### src/rtl/idli_pkg.sv
// rtl/idli_pkg.sv - shared types for the idli load/store unit
package idli_pkg;

    localparam int SLICE_W = 4;
    localparam int DATA_W  = 16;

    typedef logic [3:0]         reg_t;
    typedef logic [SLICE_W-1:0] slice_t;
    typedef logic [DATA_W-1:0]  data_t;

    typedef enum logic [1:0] {
        LD_IDLE,
        LD_WAIT,
        LD_WRITE
    } ld_state_t;

    typedef enum logic [1:0] {
        ST_IDLE,
        ST_WAIT,
        ST_READ,
        ST_HOLD
    } st_state_t;

endpackage

### src/rtl/idli_ls_m.sv
// rtl/idli_ls_m.sv - load/store unit bridging parallel words and the slice-serial register file
module idli_ls_m
    import idli_pkg::*;
#(
    parameter int SLICES = 4
) (
    input  logic      i_ls_gck,
    input  logic      i_ls_rst,
    input  logic [1:0] i_ls_ctr,

    input  logic      i_ls_ld_vld,
    output logic      o_ls_ld_rdy,
    input  reg_t      i_ls_ld_reg,
    input  data_t     i_ls_ld_data,

    output reg_t      o_ls_rf_dst,
    output logic      o_ls_rf_dst_en,
    output slice_t    o_ls_rf_dst_data,

    input  logic      i_ls_st_vld,
    output logic      o_ls_st_rdy,
    input  reg_t      i_ls_st_reg,

    output reg_t      o_ls_rf_src,
    input  slice_t    i_ls_rf_src_data,

    output logic      o_ls_st_data_vld,
    output data_t     o_ls_st_data,
    input  logic      i_ls_st_data_rdy
);

    localparam logic [1:0] LAST_SLICE = 2'(SLICES - 1);

    logic last_slice;
    assign last_slice = (i_ls_ctr == LAST_SLICE);

    ld_state_t ld_state, ld_next;
    reg_t      ld_reg;
    data_t     ld_data;

    st_state_t st_state, st_next;
    reg_t      st_reg;
    data_t     st_word;

    always_ff @(posedge i_ls_gck) begin
        if (i_ls_rst) begin
            ld_state <= LD_IDLE;
            ld_reg   <= '0;
            ld_data  <= '0;
        end else begin
            ld_state <= ld_next;
            if (i_ls_ld_vld && o_ls_ld_rdy) begin
                ld_reg  <= i_ls_ld_reg;
                ld_data <= i_ls_ld_data;
            end
        end
    end

    // Writes always start at slice 0, so a load waits for the window boundary.
    always_comb begin
        ld_next          = ld_state;
        o_ls_ld_rdy      = 1'b0;
        o_ls_rf_dst_en   = 1'b0;
        o_ls_rf_dst      = '0;
        o_ls_rf_dst_data = '0;
        case (ld_state)
            LD_IDLE: begin
                o_ls_ld_rdy = 1'b1;
                if (i_ls_ld_vld) ld_next = last_slice ? LD_WRITE : LD_WAIT;
            end
            LD_WAIT: begin
                if (last_slice) ld_next = LD_WRITE;
            end
            LD_WRITE: begin
                o_ls_rf_dst_en   = 1'b1;
                o_ls_rf_dst      = ld_reg;
                o_ls_rf_dst_data = ld_data[{i_ls_ctr, 2'b00} +: SLICE_W];
                if (last_slice) ld_next = LD_IDLE;
            end
            default: ld_next = LD_IDLE;
        endcase
    end

    always_ff @(posedge i_ls_gck) begin
        if (i_ls_rst) begin
            st_state <= ST_IDLE;
            st_reg   <= '0;
            st_word  <= '0;
        end else begin
            st_state <= st_next;
            if (i_ls_st_vld && o_ls_st_rdy) st_reg <= i_ls_st_reg;
            if (st_state == ST_READ) st_word[{i_ls_ctr, 2'b00} +: SLICE_W] <= i_ls_rf_src_data;
        end
    end

    // The file is addressed one cycle early (ST_WAIT) so the read window lines up with slice 0.
    always_comb begin
        st_next          = st_state;
        o_ls_st_rdy      = 1'b0;
        o_ls_rf_src      = '0;
        o_ls_st_data_vld = 1'b0;
        case (st_state)
            ST_IDLE: begin
                o_ls_st_rdy = 1'b1;
                if (i_ls_st_vld) st_next = last_slice ? ST_READ : ST_WAIT;
            end
            ST_WAIT: begin
                o_ls_rf_src = st_reg;
                if (last_slice) st_next = ST_READ;
            end
            ST_READ: begin
                o_ls_rf_src = st_reg;
                if (last_slice) st_next = ST_HOLD;
            end
            ST_HOLD: begin
                o_ls_st_data_vld = 1'b1;
                if (i_ls_st_data_rdy) st_next = ST_IDLE;
            end
            default: st_next = ST_IDLE;
        endcase
    end

    assign o_ls_st_data = st_word;

endmodule

### config.mk
export PLATFORM = sky130hd
export DESIGN_NAME = idli_ls_m
export DESIGN_NICKNAME = d
export VERILOG_FILES = /design/src/rtl/idli_pkg.sv /design/src/rtl/idli_ls_m.sv
export SDC_FILE = /design/constraint.sdc
export NUM_CORES = 1
export LEC_CHECK = 0
export ABC_CLOCK_PERIOD_IN_PS = 1850
export CAP_MARGIN = 15
export CORE_ASPECT_RATIO = 1.4
export CORE_UTILIZATION = 45
export DETAILED_ROUTE_END_ITERATION = 7
export PLACE_DENSITY = 0.8
export SLEW_MARGIN = 20
export SYNTH_ARGS = -nofsm -noshare
export SYNTH_HDL_FRONTEND = slang
export SYNTH_SLANG_ARGS = --single-unit
### constraint.sdc
create_clock -name i_ls_gck -period 1.85 [get_ports i_ls_gck]
set_clock_uncertainty 0.05 [all_clocks]
set_input_delay 0.4625 -clock i_ls_gck [delete_from_list [all_inputs] [get_ports i_ls_gck]]
set_output_delay 0.4625 -clock i_ls_gck [all_outputs]
set_load 0.01 [all_outputs]
# Word level (Yosys, flattened, before mapping)
# Index checks and enable logic that the tools add are counted.
[word_totals] in_bits=35 ff_bits=44 elab_cells=47
[op_classes] eq_ne=13 mux=17 n_addsub=1 shift=3 reduce_logical=7
[op_table] cell="16-bit bitwise mux" count=1
[op_table] cell="4-bit by 6-bit variable shift with 16-bit output, first input constant" count=1
[op_table] cell="16-bit by 5-bit variable part select with 4-bit output" count=1
[op_table] cell="4-bit by 6-bit variable part select with 16-bit output" count=1
[op_table] cell="2-bit 2-to-1 mux" count=7
[op_table] cell="2-bit inequality test, second input constant" count=7
[op_table] cell="4-bit 2-to-1 mux" count=3
[op_table] cell="2-bit equality test, second input constant" count=4
[op_table] cell="2-bit case mux with 4 select lines" count=1
[op_table] cell="4-bit negator with 6-bit output" count=1
[op_table] cell="2-bit case mux with 3 select lines" count=1
[op_table] cell="2-bit by 1-bit equality test with 1-bit output, second input constant" count=2
[op_table] cell="2-bit logical NOT" count=2
[op_table] cell="1-bit 2-to-1 mux" count=4
[op_table] cell="4-bit AND reduction" count=1
[op_table] cell="3-bit AND reduction" count=1
[op_table] cell="1-bit logical AND" count=2
[op_table] cell="2-bit OR reduction" count=1

# Longest topological paths before layout
# Gate-level depths: netlist (run 1).
[logic_depth] depth_word=4 ltp_mapped=7

# Least setup slack after synthesis (run 1)
# OpenSTA, ideal clock, no wires.
[synth_path] path_kind="input -> output" from="in i_ls_ctr[0]" to="out o_ls_rf_dst_data[0]" arrival_ns=1.257 slack_ns=0.081 n_path_buf=1 stages=3 path_cell_list="buf_6 > mux4_2 > and2_1"
[synth_via] elab_chain_len=2
[synth_rtl] element="from (decl)" line="idli_ls_m.sv:9" rtl="input logic [1:0] i_ls_ctr,"
[synth_rtl] element="16-bit by 5-bit variable part select with 4-bit output" line="idli_ls_m.sv:77" rtl="o_ls_rf_dst_data = ld_data[{i_ls_ctr, 2'b00} +: SLICE_W];"
[synth_rtl] element="4-bit 2-to-1 mux" line="idli_ls_m.sv:66" rtl="case (ld_state)"
[synth_rtl] element="to (decl)" line="idli_ls_m.sv:18" rtl="output slice_t o_ls_rf_dst_data,"
# Every way passes these cells.

# Worst setup path in the final report (run 1)
[layout_path] from="reg ld_data[12]" to="out o_ls_rf_dst_data[0]"
[layout_via] elab_chain_len=2
[layout_rtl] element="from (decl)" line="idli_ls_m.sv:39" rtl="data_t ld_data;"
[layout_rtl] element="from (signal assigned)" line="idli_ls_m.sv:54" rtl="ld_data <= i_ls_ld_data;"
[layout_rtl] element="16-bit by 5-bit variable part select with 4-bit output" line="idli_ls_m.sv:77"
[layout_rtl] element="4-bit 2-to-1 mux" line="idli_ls_m.sv:66"
# Every way passes these cells.

==> impl_metrics.py, run 1 <==
metrics = {
    "hold_path": {
        "hold_class": "reg -> reg",
    },
    "worst_setup_path": {
        "crit_fanout": 2,
        "r2r_slack_ns": 0.27,
        "critPathArrivalTime_ns": 1.35,
        "cp.required_ns": 1.34,
        "critical_path_class": "reg -> out",
        "cp_cell_sequence": "mux4_2 > and2_4 > buf_6",
        "slowest_stage": "mux4_2",
        "endpoint_kind": "output pin",
        "cp-start-kind": "flip-flop",
        "slowest_delay_ns": 0.46,
    },
    "place": {
        "dpl_cell_area_um2": 2902,
        "dp_slack_ns": -0.8791,
        "dp_hpwl_um": 3608,
        "gp_congestion": 0.8087,
        "portBuffers": 66,
    },
    "route": {
        "viasPerCell": 5.065,
        "drc": 0,
        "vias": 1935,
        "ant_nets": 0,
        "wl_per_cell_um": 12.90,
        "first_iter_violations": 48,
        "wirelength_um": 4926,
        "firstDrtPassIters": 4,
    },
    "finish": {
        "fill_cells": 385,
        "final_area_um2": 3023,
        "syn2layout_area_growth_pct": 48.49,
        "multi_input_area_um2": 1084,
        "diodes": 0,
        "seqCellArea_um2": 892.1,
        "drive_above_1_share_pct": 22.98,
        "final_nets": 366,
    },
    "power_and_ir_drop": {
        "pwr_density_cell_nw_per_um2": 841.9,
        "ir_drop_mv": 0.6881,
        "leakage_nw": 1.221,
        "power_mw": 2.545,
    },
    "synth": {
        "postSynthAreaPerCell_um2": 8.663,
        "yosysWarnings": 0,
        "ys.flop_type": "dfxtp_1",
        "synthCells": 235,
        "ys_top_cells_by_count": "nand2_1 (57), dfxtp_1 (44), a21oi_1 (33), nor2_1 (14), and2_1 (13)",
        "synth_top_area_cell": "dfxtp_1",
        "synth_edf_count": 0,
        "yosysUniqueCellTypes": 30,
        "synth_area_leaders": "dfxtp_1 (43%), nand2_1 (11%), a21oi_1 (8.1%)",
        "synth.yosys.seq_area_share_pct": 43.27,
        "syn-cell-area_um2": 2036,
        "synth_top_area_share_pct": 43.27,
        "ys_seq_elements": 44,
        "syn-num-nets": 280,
        "synthArstFlopShare_pct": 0,
        "synthMostInstantiatedCell": "nand2_1",
    },
    "clock_network": {
        "clk_pin_slew_worst_paths_ns": 0.09,
        "numCtsBuffers": 5,
        "cts_num_sinks": 44,
        "root_buffer": "clkbuf_8",
        "cts_tree": "yes",
        "clockBufferDepth": 2,
        "clk_latency_ns": 0.30,
        "h-tree-depth": 2,
    },
    "timing": {
        "drv_slew": 0,
        "period_share_pct": 100.8,
        "timing.final.ws_setup_ns": -0.01422,
        "hold_viol_final": 0,
        "setup_viol": 2,
        "max_freq_ghz": 0.5364,
        "rsz0062_at_grt": "yes",
        "fin_crit_ns": 1.864,
        "slew_headroom_pct": 79.28,
        "worstMarginPinSlew_ns": 0.3098,
        "fin_setup_tns_ns": -0.02315,
    },
    "global_routing": {
        "grt_pass1_vias": 1908,
        "gr-total-overflow": 0,
        "antenna_found_initial": 0,
        "grt_usage_pct": 22.49,
        "grt_first_pass_wirelength_um": 8197,
        "grt_start_max_net_pins": 21,
    },
    "job": {
        "drv_cap": 0,
    },
    "floorplanning": {
        "dieArea_um2": 4801,
        "io_pins": 67,
        "die_h_um": 81.58,
        "start_util_pct": 47.63,
        "rows": 28,
        "core_um2": 4274,
        "fp.dieW_um": 58.85,
    },
    "run_status": {
        "violations": "setup timing",
        "status": "finished with violations",
    },
}
## final cells by class
| cell class | instances | area share [%] |
|---|---|---|
| clock inverter | 3 | 1.407 |
| timing repair buffer | 93 | 27.86 |
| tap | 60 | 2.483 |
| clock buffer | 5 | 2.276 |
| inverter | 5 | 0.6209 |
| multi-input combinational | 172 | 35.84 |
| sequential | 44 | 29.51 |
## cell families (layout without fill, tap and decap cells)
| family | Yosys count | count (layout) | share of synthesized area (%) |
|---|---|---|---|
| adder cells (fa/ha/maj) | 10 | 10 | 6.146 |
| multiplexers | 7 | 7 | 6.146 |
| AND/OR/NAND/NOR | 111 | 111 | 26.49 |
| AO/OA/AOI/OAI | 44 | 44 | 12.97 |
| flip-flops | 44 | 44 | 43.27 |
| buffers and inverters | 19 | 106 | 4.978 |
## routing by layer
metal  wire length, um  GRT usage (%)
met1              1882          23.67
met2              2653          41.82
met3               285          5.827
met4               104          8.810
met5                 0              0
## power breakdown
group	internal, mW	switching [mW]
logic	0.408	0.348
clock network	0.400	0.339
registers	1.02	0.0327
total	1.83	0.719
## cell usage in the layout, fill, tap and decap left out, drive strengths merged, types with 6 or more instances in the layout
cell            n
a21oi          33
nand2          57
a32oi           8
nand4           8
nor2b           6
buf            33
dfxtp          44
clkdlybuf4s50  48
ha             10
clkbuf         11
and2           13
nor2           14
## per-stage QoR
stage	std cells	utilization (%)	hold WS, ns
after CTS	383	71.37	0.3995
after global routing	382	70.73	0.4142
final	382	70.73	0.3981
after floorplan	235	-	0.3817
after global placement	373	67.89	0.3837
after detailed placement	373	67.89	0.3881
## final timing paths
check	startpoint	endpoint	cells after the start
max reg2reg	st_state[0]$_SDFFE_PP0P_	st_state[1]$_SDFFE_PP0P_	6
min	st_reg[0]$_SDFFE_PP0P_	st_reg[0]$_SDFFE_PP0P_	2
min reg2reg	st_reg[0]$_SDFFE_PP0P_	st_reg[0]$_SDFFE_PP0P_	2
max	ld_data[12]$_SDFFE_PP0P_	o_ls_rf_dst_data[0]	3
## critical path, delay by kind of cell (launching register included)
| family | cells | cell delay (ns) |
|---|---|---|
| flops | 1 | 0.32 |
| simple gates | 1 | 0.15 |
| mux | 1 | 0.46 |
| buf+inv | 1 | 0.11 |
## repair_timing
action / in CTS / in global routing
pin swaps: 5 / 0
resized for setup: 54 / 20
endpoints found under the setup margin: 33 / 22
hold buffers: 0 / 0
buffers inserted: 2 / 0
gates cloned: 0 / 0
Note: power is estimated with default switching activity, not from simulation.
==> run 2, diff against run 1 <==
--- a/config.mk
+++ b/config.mk
@@ -5,12 +5,13 @@
 export SDC_FILE = /design/constraint.sdc
 export NUM_CORES = 1
 export LEC_CHECK = 0
+export ABC_AREA = 1
 export ABC_CLOCK_PERIOD_IN_PS = 1850
 export CAP_MARGIN = 15
 export CORE_ASPECT_RATIO = 1.4
-export CORE_UTILIZATION = 45
+export CORE_UTILIZATION = 46
 export DETAILED_ROUTE_END_ITERATION = 7
-export PLACE_DENSITY = 0.8
+export PLACE_DENSITY = 0.81
 export SLEW_MARGIN = 20
 export SYNTH_ARGS = -nofsm -noshare
 export SYNTH_HDL_FRONTEND = slang
==> run 2 against run 1 <==
The flow now finishes without violations. Critical path depth rose by 2. Final cell count rose by 15%. First-iteration DRC count rose by 35%. Synthesized cell count rose by 23%. Largest power group unchanged.
==> impl_metrics.py, run 2 <==
metrics = {
    "synth": {
        "synth_top_area_share_pct": 42.85,
        "yosysWarnings": 0,
        "synth_edf_count": 0,
        "synth_area_leaders": "dfxtp_1 (43%), nor2_1 (13%), nand2_1 (8.4%)",
        "yosysUniqueCellTypes": 22,
        "ys_top_cells_by_count": "nor2_1 (73), nand2_1 (46), dfxtp_1 (44), o21ai_0 (33), inv_1 (26)",
        "synth.yosys.seq_area_share_pct": 42.85,
        "synthCells": 290,
        "synthMostInstantiatedCell": "nor2_1",
        "syn-num-nets": 335,
        "ys_seq_elements": 44,
        "ys.flop_type": "dfxtp_1",
        "synth_top_area_cell": "dfxtp_1",
        "syn-cell-area_um2": 2056,
        "synthArstFlopShare_pct": 0,
        "postSynthAreaPerCell_um2": 7.089,
    },
    "timing": {
        "setup_viol": 0,
        "period_share_pct": 97.53,
        "drv_slew": 0,
        "fin_crit_ns": 1.804,
        "max_freq_ghz": 0.5543,
        "slew_headroom_pct": 73.92,
        "worstMarginPinSlew_ns": 0.3907,
        "hold_viol_final": 0,
        "fin_setup_tns_ns": 0,
    },
    "hold_path": {
        "hold_class": "reg -> reg",
        "hp-start": "ld_reg[3]$_SDFFE_PP0P_",
        "worstHoldPathCells": 2,
        "min_to": "ld_reg[3]$_SDFFE_PP0P_",
    },
    "worst_setup_path": {
        "critPathArrivalTime_ns": 1.29,
        "endpoint_kind": "output pin",
        "slowest_delay_ns": 0.33,
        "critical_path_class": "reg -> out",
        "crit_path_frequent_cell": "inv_1",
        "crit_buf_inv": 3,
        "cp_cell_sequence": "inv_1 > ha_4 > nand2_1 > inv_1 > clkdlybuf4s15_2",
        "cp.required_ns": 1.34,
        "r2r_slack_ns": 0.42,
        "reg2regPathDepth": 8,
        "regToRegStartpoint": "st_state[1]$_SDFFE_PP0P_",
        "crit_fanout": 5,
        "cp-start-kind": "flip-flop",
        "path_delay_family": "flip-flops",
        "rr_endpoint": "st_state[0]$_SDFFE_PP0P_",
        "slowest_stage": "dfxtp_2",
    },
    "route": {
        "first_iter_violations": 65,
        "viasPerCell": 4.829,
        "wl_per_cell_um": 11.19,
        "ant_nets": 0,
        "drc": 0,
        "firstDrtPassIters": 4,
        "vias": 2120,
        "wirelength_um": 4911,
    },
    "power_and_ir_drop": {
        "power_mw": 2.954,
        "pwr_density_cell_nw_per_um2": 984.5,
        "leakage_nw": 1.306,
        "ir_drop_mv": 0.6273,
    },
    "clock_network": {
        "cts_tree": "yes",
        "numCtsBuffers": 5,
        "clk_latency_ns": 0.29,
        "clk_pin_slew_worst_paths_ns": 0.08,
        "cts_num_sinks": 44,
        "h-tree-depth": 2,
        "ctsHoldBuffers": 0,
        "root_buffer": "clkbuf_8",
        "clockBufferDepth": 2,
    },
    "finish": {
        "fill_cells": 390,
        "mostFrequentLayoutCells": "nor2_1 (69), clkdlybuf4s50_1 (48), nand2_1 (46)",
        "diodes": 0,
        "final_nets": 423,
        "syn2layout_area_growth_pct": 45.95,
        "layout_commonest_cell": "nor2_1",
        "drive_above_1_share_pct": 15.57,
        "instances_no_fill": 439,
        "final_area_um2": 3000,
        "fin_util_pct": 70.20,
    },
    "global_routing": {
        "gr-total-overflow": 0,
        "grt_usage_pct": 22.64,
        "grt_pass1_vias": 2001,
        "antenna_found_initial": 0,
        "grt_start_max_net_pins": 28,
        "grt_first_pass_wirelength_um": 8245,
    },
    "floorplanning": {
        "start_util_pct": 48.10,
        "fp.dieW_um": 58.50,
        "rows": 28,
        "die_h_um": 81.10,
        "core_um2": 4274,
        "dieArea_um2": 4744,
        "io_pins": 67,
    },
    "run_status": {
        "status": "finished clean",
    },
    "place": {
        "dpl_cell_area_um2": 2885,
        "place_inst": 428,
        "dp_hpwl_um": 3625,
        "gp_congestion": 0.8089,
        "portBuffers": 66,
    },
    "job": {
        "drv_cap": 0,
    },
}
run 2: tightest hold or removal path, stage by stage (launching register included):
cell and delay (ns):
dfxtp_1 0.30, inv_1 0.06, a21oi_1 0.06
run 2: worst max path at each step:
stage / from / endpoint / cells past startpoint
after CTS: st_state[0]$_SDFFE_PP0P_ / o_ls_rf_src[3] / 5
after detailed placement: i_ls_ctr[0] / o_ls_rf_dst_data[0] / 7
after floorplan: ld_state[1]$_SDFFE_PP0P_ / o_ls_rf_dst_data[0] / 4
after global routing: i_ls_ctr[1] / o_ls_rf_dst_data[2] / 6
after global placement: i_ls_ctr[0] / o_ls_rf_dst_data[0] / 7
final: st_state[1]$_SDFFE_PP0P_ / o_ls_rf_src[0] / 5
run 2: kinds of logic (layout without fill, tap and decap cells):
group,after synthesis,after routing,synth area share (%)
adder cells (fa/ha/maj),10,10,6.086
AND/OR/NAND/NOR,138,138,27.94
AO/OA/AOI/OAI,61,61,14.97
buffers and inverters,37,126,8.156
flip-flops,44,44,42.85
run 2: layout make-up:
type                       instances  area [um2]  share of cell area, %
inverter                          29       113.9                  3.795
clock buffer                       6       72.57                  2.419
timing repair buffer              88       783.3                  26.11
timing repair inverter             1       7.507                 0.2502
multi-input combinational        209        1030                  34.32
tap                               60       75.07                  2.502
clock inverter                     2       35.03                  1.168
sequential                        44       883.3                  29.44
run 2: repair_timing:
item,in CTS,in global routing
gates resized for setup,47,19
setup endpoints to repair,32,26
endpoints found under the hold margin,0,0
pin swaps,1,3
buffers inserted,0,1
cloned,2,0
run 2: where the power goes:
| part | total, mW | internal, mW | switching (mW) |
|---|---|---|---|
| sequential | 1.14 | 1.08 | 0.0682 |
| clock | 0.709 | 0.401 | 0.309 |
| combinational | 1.10 | 0.510 | 0.590 |
| total | 2.95 | 1.99 | 0.967 |
run 2: metrics by stage:
stage	worst slack (ns)	hold WS, ns
floorplan	0.2930	0.3794
global placement	-0.6242	0.3894
detailed placement	-0.6603	0.3994
CTS	0.0003036	0.4107
global route	-0.001092	0.4319
finish	0.04577	0.4078
run 2: per-layer routing:
layer	up-vias	wire length [um]	global-route usage, %
met2	61	2674	42.76
met1	951	1981	23.56
li1	1097	-	-
met5	-	0	0
met4	0	122	13.33
met3	11	133	2.548
